--- config.mk ---
export PLATFORM = sky130hd
export DESIGN_NAME = vga_scanout
export DESIGN_NICKNAME = d
export VERILOG_FILES = /design/src/rtl/vga_scanout.sv
export SDC_FILE = /design/constraint.sdc
export NUM_CORES = 1
export LEC_CHECK = 0
export ABC_CLOCK_PERIOD_IN_PS = 12300
export CAP_MARGIN = 20
export CORE_AREA = 10 10 99 119
export DETAILED_ROUTE_END_ITERATION = 10
export DIE_AREA = 0 0 109 129
export DONT_BUFFER_PORTS = 1
export PLACE_DENSITY = 0.69
export SKIP_CTS_REPAIR_TIMING = 1
export SLEW_MARGIN = 20
export SYNTH_ARGS = -nofsm -noshare
export SYNTH_HDL_FRONTEND = slang
export SYNTH_SLANG_ARGS = --single-unit
export TNS_END_PERCENT = 10
--- constraint.sdc ---
create_clock -name clk -period 12.3 [get_ports clk]
set_input_delay 2.46 -clock clk [delete_from_list [all_inputs] [get_ports clk]]
set_output_delay 2.46 -clock clk [all_outputs]
set_load 0.05 [all_outputs]
--- src/rtl/vga_scanout.sv ---
// VGA timing generator with framebuffer scanout.
// Two-tick pipeline: address from counters, then word decode to pins.
module vga_scanout #(
  parameter int H_ACTIVE     = 640,
  parameter int H_FP         = 16,
  parameter int H_SYNC       = 96,
  parameter int H_BP         = 48,
  parameter int V_ACTIVE     = 480,
  parameter int V_FP         = 10,
  parameter int V_SYNC       = 2,
  parameter int V_BP         = 33,
  parameter bit H_POL        = 1'b0,
  parameter bit V_POL        = 1'b0,
  parameter int H_SCALE_LOG2 = 2,
  parameter int V_SCALE_LOG2 = 3,
  parameter int VRAM_AW      = 14
) (
  input  logic               clk,
  input  logic               reset,
  input  logic               clken,
  input  logic               mode,
  input  logic [VRAM_AW-1:0] base_addr,
  input  logic [11:0]        fg_color,
  input  logic [11:0]        bg_color,
  output logic [VRAM_AW-1:0] vram_raddr,
  input  logic [15:0]        vram_rdata,
  output logic               h_sync,
  output logic               v_sync,
  output logic [3:0]         red,
  output logic [3:0]         green,
  output logic [3:0]         blue,
  output logic               frame_start,
  output logic               vblank
);

  localparam int H_TOTAL = H_ACTIVE + H_FP + H_SYNC + H_BP;
  localparam int V_TOTAL = V_ACTIVE + V_FP + V_SYNC + V_BP;
  localparam int HW = $clog2(H_TOTAL);
  localparam int VW = $clog2(V_TOTAL);
  localparam int WPL0 = H_ACTIVE >> (1 + H_SCALE_LOG2);
  localparam int WPL1 = H_ACTIVE >> (4 + H_SCALE_LOG2);

  localparam logic [HW-1:0] HC_LAST = HW'(H_TOTAL - 1);
  localparam logic [HW-1:0] H_ACT   = HW'(H_ACTIVE);
  localparam logic [HW-1:0] HS_ON   = HW'(H_ACTIVE + H_FP);
  localparam logic [HW-1:0] HS_OFF  = HW'(H_ACTIVE + H_FP + H_SYNC);
  localparam logic [VW-1:0] VC_LAST = VW'(V_TOTAL - 1);
  localparam logic [VW-1:0] V_ACT   = VW'(V_ACTIVE);
  localparam logic [VW-1:0] VS_ON   = VW'(V_ACTIVE + V_FP);
  localparam logic [VW-1:0] VS_OFF  = VW'(V_ACTIVE + V_FP + V_SYNC);

  if (H_ACTIVE <= 0 || H_FP <= 0 || H_SYNC <= 0 || H_BP <= 0 ||
      V_ACTIVE <= 0 || V_FP <= 0 || V_SYNC <= 0 || V_BP <= 0 ||
      H_SCALE_LOG2 < 0 || V_SCALE_LOG2 < 0 ||
      VRAM_AW < 1 || VRAM_AW > 32 ||
      (H_ACTIVE % (16 << H_SCALE_LOG2)) != 0) begin : g_bad_cfg
    $error("vga_scanout: illegal configuration");
  end

  logic [HW-1:0]      hc;
  logic [VW-1:0]      vc;
  logic               mode_l;
  logic [VRAM_AW-1:0] base_l;
  logic               top;
  logic               mode_e;
  logic [VRAM_AW-1:0] base_e;
  logic               active;
  logic [31:0]        row;
  logic [31:0]        col;
  logic [3:0]         idx4;
  logic [3:0]         idx;

  always_ff @(posedge clk) begin
    if (reset) begin
      hc <= '0;
      vc <= '0;
    end else if (clken) begin
      if (hc == HC_LAST) begin
        hc <= '0;
        vc <= (vc == VC_LAST) ? '0 : vc + VW'(1);
      end else begin
        hc <= hc + HW'(1);
      end
    end
  end

  // The first word of a frame already uses the freshly sampled settings.
  assign top    = (hc == '0) && (vc == '0);
  assign mode_e = top ? mode : mode_l;
  assign base_e = top ? base_addr : base_l;
  assign active = (hc < H_ACT) && (vc < V_ACT);

  always_ff @(posedge clk) begin
    if (reset) begin
      mode_l <= mode;
      base_l <= base_addr;
    end else if (clken && top) begin
      mode_l <= mode;
      base_l <= base_addr;
    end
  end

  always_comb begin
    row  = 32'(vc) >> V_SCALE_LOG2;
    col  = 32'(hc) >> (mode_e ? 4 + H_SCALE_LOG2 : 1 + H_SCALE_LOG2);
    idx4 = 4'(hc >> H_SCALE_LOG2);
    idx  = mode_e ? idx4 : {3'b000, idx4[0]};
    vram_raddr = '0;
    if (active) begin
      vram_raddr = base_e + VRAM_AW'(row * (mode_e ? 32'(WPL1) : 32'(WPL0)) + col);
    end
  end

  logic       s1_act;
  logic       s1_mode;
  logic [3:0] s1_idx;
  logic       s1_hs;
  logic       s1_vs;
  logic       s1_fs;
  logic       s1_vb;

  always_ff @(posedge clk) begin
    if (reset) begin
      s1_act  <= 1'b0;
      s1_mode <= 1'b0;
      s1_idx  <= '0;
      s1_hs   <= ~H_POL;
      s1_vs   <= ~V_POL;
      s1_fs   <= 1'b0;
      s1_vb   <= 1'b0;
    end else if (clken) begin
      s1_act  <= active;
      s1_mode <= mode_e;
      s1_idx  <= idx;
      s1_hs   <= ((hc >= HS_ON) && (hc < HS_OFF)) ^ ~H_POL;
      s1_vs   <= ((vc >= VS_ON) && (vc < VS_OFF)) ^ ~V_POL;
      s1_fs   <= top;
      s1_vb   <= (vc >= V_ACT);
    end
  end

  logic [5:0]  px;
  logic        bit_on;
  logic [11:0] rgb;

  always_comb begin
    px     = s1_idx[0] ? vram_rdata[5:0] : vram_rdata[13:8];
    bit_on = vram_rdata[4'd15 - s1_idx];
    rgb    = '0;
    if (s1_act) begin
      if (s1_mode) begin
        rgb = bit_on ? fg_color : bg_color;
      end else begin
        rgb = {px[5:4], px[5:4], px[3:2], px[3:2], px[1:0], px[1:0]};
      end
    end
  end

  always_ff @(posedge clk) begin
    if (reset) begin
      h_sync      <= ~H_POL;
      v_sync      <= ~V_POL;
      red         <= '0;
      green       <= '0;
      blue        <= '0;
      frame_start <= 1'b0;
      vblank      <= 1'b0;
    end else if (clken) begin
      h_sync      <= s1_hs;
      v_sync      <= s1_vs;
      {red, green, blue} <= rgb;
      frame_start <= s1_fs;
      vblank      <= s1_vb;
    end
  end

endmodule

==> flow_metrics.tcl, run 1 <==
set metrics [dict create \
    cts_max_path_buffers 2 \
    hp-class "reg -> reg" \
    grt_pass1_wl_um 19500 \
    crit_required_ps 9840 \
    pre_cts_slack_ps 2590 \
    grt_max_degree 37 \
    slew_viol_final 0 \
    pwr_density_cell_nw_per_um2 107 \
    final_nets 669 \
    setup_slack_ps 2600 \
    ys_ff_latch 61 \
    cpLargestDelayFamily "adder cells" \
    status "finished, final reports clean" \
    cp-end-kind "output port" \
    wl_um 11600 \
    area_growth_pct 6.38 \
    drive_gt1_frac 0.0755 \
    h-tree-depth 3 \
    r2r_cells 6 \
    critPathSlowestCell "mux2i_1" \
    drtPass1Iterations 4 \
    path_class "in -> out" \
    drc 0 \
    ys.warnings.count 0 \
    syn_nets 684 \
    track_usage 0.171 \
    cap_violations 0 \
    first_iter_violations 176 \
    finalHoldViolCount 0 \
    finalCriticalPeriod_ps 9700 \
    ant_nets 0 \
    tritoncts "yes" \
    finClkSkew_ps 6.49 \
    holdPathEnd "v_sync" \
    ys_types 54 \
    path_buf_inv 2 \
    finalSetupViolCount 0 \
    r2r-start "vc[0]" \
    start_kind "input port" \
    portBuffers 0 \
    core_um2 9420 \
    synth-edff-count 15 \
    grt_pass1_vias 3941 \
    finalSetupTns_ps 0 \
    synth_area_leaders "dfxtp_1 (18%), ha_1 (12%), fa_1 (9.9%)" \
    cp_slowest_stage_delay_ps 660 \
    ff2ff_setup_slack_ps 9310 \
    multiInputGateArea_um2 3290 \
    synthCells 553 \
    path_cells "mux2i_1, and2_1, ha_1, inv_1, fa_1, fa_1, fa_1, inv_1, ha_1, nor2b_1, o31a_1, a41o_1, o41a_1, and2_1, mux2_1" \
    p_leak_uw 0.00237 \
    start_util 0.537 \
    rows 39 \
    gp_congestion 0.913 \
    path_max_fanout 14 \
    crit_cells 15 \
    antenna_found_initial 0 \
    netlist.area_leader.share 0.182 \
    dieHeight_um 129 \
    vias_per_cell 5.68 \
    ys.flop_type "dfxtp_1" \
    wl_per_cell_um 17.4 \
    antenna_cells 0 \
    synth_area_um2 5060 \
    seq_area_frac_synth 0.271 \
    whs_path_depth 1 \
    rsz0062_at_grt "false" \
    seq_area_um2 1370 \
    r2r-end "base_l[4]" \
    cts_buffers 9 \
    max_slew.worst_pin.slew_ps 1070 \
    post-route-period-util 0.789 \
    fillers 832 \
    max_freq_mhz 103 \
    vias 3780 \
    slew-limit-headroom 0.292 \
    die_area_um2 14100 \
    synth.most_common_cell "inv_1" \
    ios 88 \
    total_power_uw 577 \
    dp_hpwl_um 9410 \
    grt_overflow 0 \
    critical_path_arrival_ps 7240 \
    cts.clk_slew.worst_paths_ps 50 \
    final_cell_area_um2 5380 \
    syn_avg_cell_area_um2 9.15 \
    cts.sinks 61 \
    clock_latency_ps 330 \
    placed_cell_area_um2 5100 \
    async_reset_ff_frac 0 \
    crit_top_cell "fa_1" \
    clock-root-buffer "clkbuf_16" \
    synth_top_area_cell "dfxtp_1" \
    vdd_ir_drop_max_v 0.0000664 \
    dieWidth_um 109 \
    hp-start "s1_vs" \
    synth_commonest_cells "inv_1 (72), ha_1 (48), nand2_1 (47)" \
]
per-layer routing:
metal  routed length [um]  track usage  share of wire  up-vias
met5                    0            0              0        -
met4                  133       0.0528          0.011        0
met3                 1310       0.0634           0.11        8
met2                 5490        0.288           0.47      108
met1                 4640        0.196           0.40     1802
li1                     -            -              -     1862
cell usage in the layout, fill, tap and decap left out, types with 4 or more instances in the layout:
| cell | synthesis | routed |
|---|---|---|
| o21ai_0 | 18 | 18 |
| nor3_1 | 10 | 8 |
| a21oi_1 | 16 | 16 |
| and2_1 | 20 | 20 |
| mux2i_1 | 38 | 38 |
| mux2_2 | 10 | 10 |
| ha_1 | 48 | 48 |
| nand2_1 | 47 | 47 |
| a211oi_1 | 11 | 10 |
| nor2b_1 | 15 | 15 |
| fa_1 | 25 | 25 |
| dfxtp_1 | 46 | 46 |
| xor2_1 | 7 | 7 |
| a31oi_1 | 6 | 6 |
| edfxtp_1 | 15 | 15 |
| xnor2_1 | 9 | 9 |
| and3_1 | 7 | 7 |
| clkbuf_16 | 0 | 9 |
| nor2_1 | 44 | 44 |
| a32o_1 | 12 | 12 |
| clkinv_2 | 0 | 5 |
| mux4_2 | 4 | 4 |
| inv_1 | 72 | 72 |
worst max-delay path by stage:
stage                     start              to  slack, ps
after floorplan            mode   vram_raddr[7]       3100
after global placement     mode  vram_raddr[13]       2710
after detailed placement   mode  vram_raddr[13]       2590
after CTS                  mode  vram_raddr[13]       2580
after global routing       mode  vram_raddr[13]       2290
final                      mode  vram_raddr[13]       2600
state kept, by name, indices dropped and copies added (netlist names), 4 cells and up:
register / cells
green: 4
vc: 10
s1_idx: 4
base_l: 14
blue: 4
hc: 10
red: 4
cell type report:
class / count / share of cell area
Clock inverter: 5 / 0.00465
Clock buffer: 11 / 0.0470
Inverter: 72 / 0.0502
Timing Repair Buffer: 2 / 0.00279
Sequential cell: 61 / 0.255
Tap cell: 123 / 0.0286
Multi-Input combinational cell: 392 / 0.612
cells by family after synthesis:
kind of cell | after synthesis | synth area share
fa+ha+maj | 73 | 0.218
mux | 54 | 0.120
simple gates | 170 | 0.175
xor+xnor | 16 | 0.0277
other cells | 1 | 0.000741
compound gates | 78 | 0.107
flops | 61 | 0.271
buf+inv | 100 | 0.0809
worst reg2reg max path: stages, from the launching register on:
cell and delay, ps:
dfxtp_1 340, inv_1 110, ha_1 160, or4b_1 450
nor3_2 180, and4_1 750, a21o_1 640
report_power, final:
part,switching (uW),internal (uW)
Combinational,77.6,40.7
Clock,86.1,145
Sequential,12.6,215
Total,176,401
per-stage QoR:
| step | utilization | hold WS [ps] | cells |
|---|---|---|---|
| after global routing | 0.572 | 473 | 666 |
| after detailed placement | 0.542 | 445 | 650 |
| final | 0.572 | 453 | 666 |
| after floorplan | - | 434 | 553 |
| after global placement | 0.542 | 438 | 650 |
| after CTS | 0.572 | 457 | 666 |
Note: power is estimated with default switching activity, not from simulation.
==> inputs of run 2 (changes only) <==
--- a/config.mk
+++ b/config.mk
@@ -5,7 +5,7 @@
 export SDC_FILE = /design/constraint.sdc
 export NUM_CORES = 1
 export LEC_CHECK = 0
-export ABC_CLOCK_PERIOD_IN_PS = 12300
+export ABC_CLOCK_PERIOD_IN_PS = 9500
 export CAP_MARGIN = 20
 export CORE_AREA = 10 10 99 119
 export DETAILED_ROUTE_END_ITERATION = 10
==> constraint.sdc (replaced) <==
create_clock -name clk -period 9.5 [get_ports clk]
set_input_delay 1.9 -clock clk [delete_from_list [all_inputs] [get_ports clk]]
set_output_delay 1.9 -clock clk [all_outputs]
set_load 0.05 [all_outputs]
==> run 2 against run 1 <==
Clock power up 40%; flip-flop and latch count stayed put; clock skew shrank 2.3 ps; cell count up 0.75%; sequential power is 30% higher; die area did not move; first-iteration DRC count is 15% higher; register-to-register slack lost 2500 ps; combinational power grew 36%; clock-buffer cell count increased by 2.
==> flow_metrics.tcl, run 2 (same netlist as run 1, synthesis figures left out) <==
set metrics [dict create \
    total_power_uw 778 \
    crit_required_ps 7600 \
    core_um2 9420 \
    wl_per_cell_um 16.9 \
    vdd_ir_drop_max_v 0.0000754 \
    drive_gt1_frac 0.0839 \
    met3_usage 0.0704 \
    start_util 0.537 \
    grt_overflow 0 \
    regMostFlops "base_l" \
    rows 39 \
    vias_per_cell 5.59 \
    clock_latency_ps 330 \
    grt_use_met2 0.270 \
    cp-end-kind "output port" \
    dp.cells 655 \
    antenna_cells 0 \
    p_leak_uw 0.00241 \
    grt_pass1_wl_um 19100 \
    drc 0 \
    pwr_density_cell_nw_per_um2 143 \
    cap_violations 0 \
    dp_hpwl_um 9180 \
    grt_most_used_layer "met2" \
    cts_buffers 9 \
    finalHoldViolCount 0 \
    max_slew.worst_pin.slew_ps 908 \
    path_max_fanout 14 \
    grt_max_degree 37 \
    start_kind "input port" \
    clock-root-buffer "clkbuf_16" \
    dieWidth_um 109 \
    ios 88 \
    hp-class "reg -> reg" \
    vias 3748 \
    finClkSkew_ps 4.21 \
    tritoncts "yes" \
    dieHeight_um 129 \
    cts.sinks 61 \
    gp_congestion 0.915 \
    cts.clk_slew.worst_paths_ps 50 \
    layout_common_cells "inv_1 (72), ha_1 (48), nand2_1 (47), dfxtp_1 (46), nor2_1 (44)" \
    finalSetupViolCount 0 \
    path_class "in -> out" \
    first_iter_violations 202 \
    h-tree-depth 3 \
    portBuffers 0 \
    largest_reg_flops 14 \
    critical_path_arrival_ps 6720 \
    status "finished, final reports clean" \
    die_area_um2 14100 \
    cts_max_path_buffers 2 \
    final_cells 671 \
    ant_nets 0 \
    slew_viol_final 0 \
    finalCriticalPeriod_ps 8620 \
    rsz0062_at_grt "false" \
    finalSetupTns_ps 0 \
    drtPass1Iterations 4 \
    final_nets 674 \
    met1_usage 0.196 \
    post-route-period-util 0.908 \
    grt_pass1_vias 3915 \
    largestRegisters "base_l: 14 flops, hc: 10 flops, vc: 10 flops" \
    wl_um 11400 \
    track_usage 0.167 \
    antenna_found_initial 0 \
    mostFrequentLayoutCell "inv_1" \
    slew-limit-headroom 0.377 \
    area_growth_pct 7.69 \
    max_freq_mhz 116 \
    ff2ff_setup_slack_ps 6790 \
]
run 2: cell count changes in the layout (fill, tap and decap cells not counted):
cell	delta
clkbuf_16	+1
clkinv_2	-2
buf_4	+5
clkbuf_8	+1
run 2: path summary, 6_finish.rpt:
| kind | from | end | cells after the start |
|---|---|---|---|
| max reg2reg | vc[0] | base_l[12] | 6 |
| max | mode | vram_raddr[13] | 15 |
| min reg2reg | s1_vs | v_sync | 1 |
| min | s1_vs | v_sync | 1 |
run 2: layout make-up:
class	instances	area (um^2)
clock buffers	13	292
clock inverters	3	15.0
fillers	819	3970
inverters	72	270
multi-input cells	392	3290
flip-flops and latches	61	1370
well taps	123	154
repair buffers	7	52.6
run 2: routing by layer:
layer,vias up,wire length (um)
met5,-,0
met4,0,179
li1,1875,-
met2,112,5200
met1,1749,4560
met3,12,1430
run 2: power breakdown:
part           switching, uW  internal (uW)  total (uW)
logic                    102           57.8         160
clock network            111            212         323
registers               16.4            278         295
run 2: stage by stage:
stage,setup WS [ps],hold WS (ps),util,instance area (um^2)
after global placement,1030,438,0.546,5140
after detailed placement,902,449,0.546,5140
after floorplan,1420,434,-,5060
final,878,459,0.579,5450
after CTS,890,461,0.579,5450
after global routing,582,486,0.579,5450
run 2: critical path, cell delays in order:
cell and delay [ps]:
mux2i_1 660, and2_1 240, ha_1 240, inv_1 80, fa_1 430, fa_1 490, fa_1 560, inv_1 50
ha_1 330, nor2b_1 180, o31a_1 290, a41o_1 270, o41a_1 330, and2_1 160, mux2_1 500
==> inputs of run 3 (changes only) <==
--- a/config.mk
+++ b/config.mk
@@ -7,11 +7,11 @@
 export LEC_CHECK = 0
 export ABC_CLOCK_PERIOD_IN_PS = 9500
 export CAP_MARGIN = 20
-export CORE_AREA = 10 10 99 119
+export CORE_AREA = 10 10 108 130
 export DETAILED_ROUTE_END_ITERATION = 10
-export DIE_AREA = 0 0 109 129
+export DIE_AREA = 0 0 118 140
 export DONT_BUFFER_PORTS = 1
-export PLACE_DENSITY = 0.69
+export MAX_ROUTING_LAYER = met4
 export SKIP_CTS_REPAIR_TIMING = 1
 export SLEW_MARGIN = 20
 export SYNTH_ARGS = -nofsm -noshare
==> run 3 against run 2 <==
Setup slack improved by 210 ps; global-route usage decreased by 2.1 points; wire length increased by 1.7%; via count increased by 1.5%; total power increased by 4.2%; cell count increased by 5.4%; non-clock buffer count increased by 2; core utilization decreased by 9.3 points; final area increased by 1.7%; sequential power about the same; clock-buffer cell count unchanged; combinational power about the same.
==> flow_metrics.tcl, run 3 (same netlist as run 1, synthesis figures left out) <==
set metrics [dict create \
    largest_reg_flops 14 \
    rows 43 \
    finClkSkew_ps 4.85 \
    tritoncts "yes" \
    max_slew.worst_pin.slew_ps 921 \
    grt_overflow 0 \
    clock-root-buffer "clkbuf_16" \
    cp-end-kind "output port" \
    hp-start "s1_vs" \
    layout_common_cells "inv_1 (72), ha_1 (48), nand2_1 (47), dfxtp_1 (46), nor2_1 (44)" \
    gp_congestion 0.823 \
    ant_nets 0 \
    drc 0 \
    regMostFlops "base_l" \
    critical_path_arrival_ps 6510 \
    crit_required_ps 7600 \
    final_nets 676 \
    track_usage 0.145 \
    cts_buffers 9 \
    max_freq_mhz 119 \
    p_leak_uw 0.00243 \
    dieHeight_um 140 \
    largestRegisters "base_l: 14 flops, hc: 10 flops, vc: 10 flops" \
    vias 3803 \
    seq_area_um2 1370 \
    finalSetupTns_ps 0 \
    finalCriticalPeriod_ps 8410 \
    grt_pass1_wl_um 19400 \
    slew_viol_final 0 \
    path_class "reg -> out" \
    pwr_density_cell_nw_per_um2 146 \
    wl_um 11600 \
    antenna_found_initial 0 \
    critPathLaunch "vc[0]" \
    dp.cells 691 \
    wl_per_cell_um 16.3 \
    status "finished, final reports clean" \
    r2r-start "vc[0]" \
    multiInputGateArea_um2 3290 \
    antenna_cells 0 \
    final_cells 707 \
    clock_latency_ps 320 \
    finalHoldViolCount 0 \
    drtPass1Iterations 4 \
    grt_pass1_vias 3795 \
    area_growth_pct 9.52 \
    hp-class "reg -> reg" \
    vdd_ir_drop_max_v 0.0000713 \
    start_util 0.444 \
    post-route-period-util 0.885 \
    ios 88 \
    finalSetupViolCount 0 \
    drive_gt1_frac 0.0873 \
    cts_max_path_buffers 2 \
    cap_violations 0 \
    cts.sinks 61 \
    vias_per_cell 5.38 \
    slew-limit-headroom 0.384 \
    core_um2 11400 \
    first_iter_violations 352 \
    portBuffers 0 \
    mostFrequentLayoutCell "inv_1" \
    grt_max_degree 37 \
    h-tree-depth 3 \
    path_max_fanout 10 \
    fillers 1088 \
    dieWidth_um 118 \
    total_power_uw 810 \
    dp_hpwl_um 9390 \
    start_kind "flip-flop" \
    cts.clk_slew.worst_paths_ps 50 \
    die_area_um2 16500 \
    rsz0062_at_grt "false" \
]
[run 3: worst paths after layout]
path / to / slack [ps] / cells after the start
worst max-delay path: vram_raddr[13] / 1090 / 20
worst min-delay path: v_sync / 470 / 1
worst max register to register: base_l[3] / 6910 / 6
worst min register to register: v_sync / 470 / 1
[run 3: cell type report]
class	instances	area share
multi-input cells	392	0.594
repair buffers	9	0.0122
flip-flops and latches	61	0.247
clock buffers	13	0.0587
well taps	157	0.0354
clock inverters	3	0.00294
inverters	72	0.0488
[run 3: per-layer routing]
layer  global-route usage  vias up  wire length (um)
met5                    -        -                 0
met4               0.0522        0               196
met3               0.0487       15               956
met2                0.235      105              5480
met1                0.165     1807              4920
li1                     -     1876                 -
[run 3: critical path, cell delays in order (launching register included)]
cell and delay, ps:
dfxtp_1 350, inv_1 110, ha_1 160, or4b_1 450, nor3_2 170, and4_1 400, buf_4 260, mux2_2 360
ha_1 270, inv_1 50, fa_1 520, fa_1 440, fa_1 550, inv_1 40, ha_1 320, nor2b_1 180
o31a_1 290, a41o_1 270, o41a_1 330, and2_1 160, mux2_1 500
[run 3: per-stage QoR]
| step | worst slack [ps] | hold WS (ps) | util | cell area (um^2) |
|---|---|---|---|---|
| 6_report | 1090 | 469 | 0.486 | 5540 |
| 3_5_place_dp | 1300 | 459 | 0.456 | 5200 |
| 4_1_cts | 1050 | 473 | 0.486 | 5540 |
| 3_3_place_gp | 1340 | 444 | 0.456 | 5200 |
| 5_1_grt | 774 | 493 | 0.486 | 5540 |
| 2_1_floorplan | 1420 | 434 | - | 5060 |
[run 3: where the power goes]
part	switching (uW)	internal, uW	leakage [uW]
sequential	16.4	278	0.000524
combinational	101	59.4	0.00174
clock	116	239	0.000172
total	234	577	0.00243
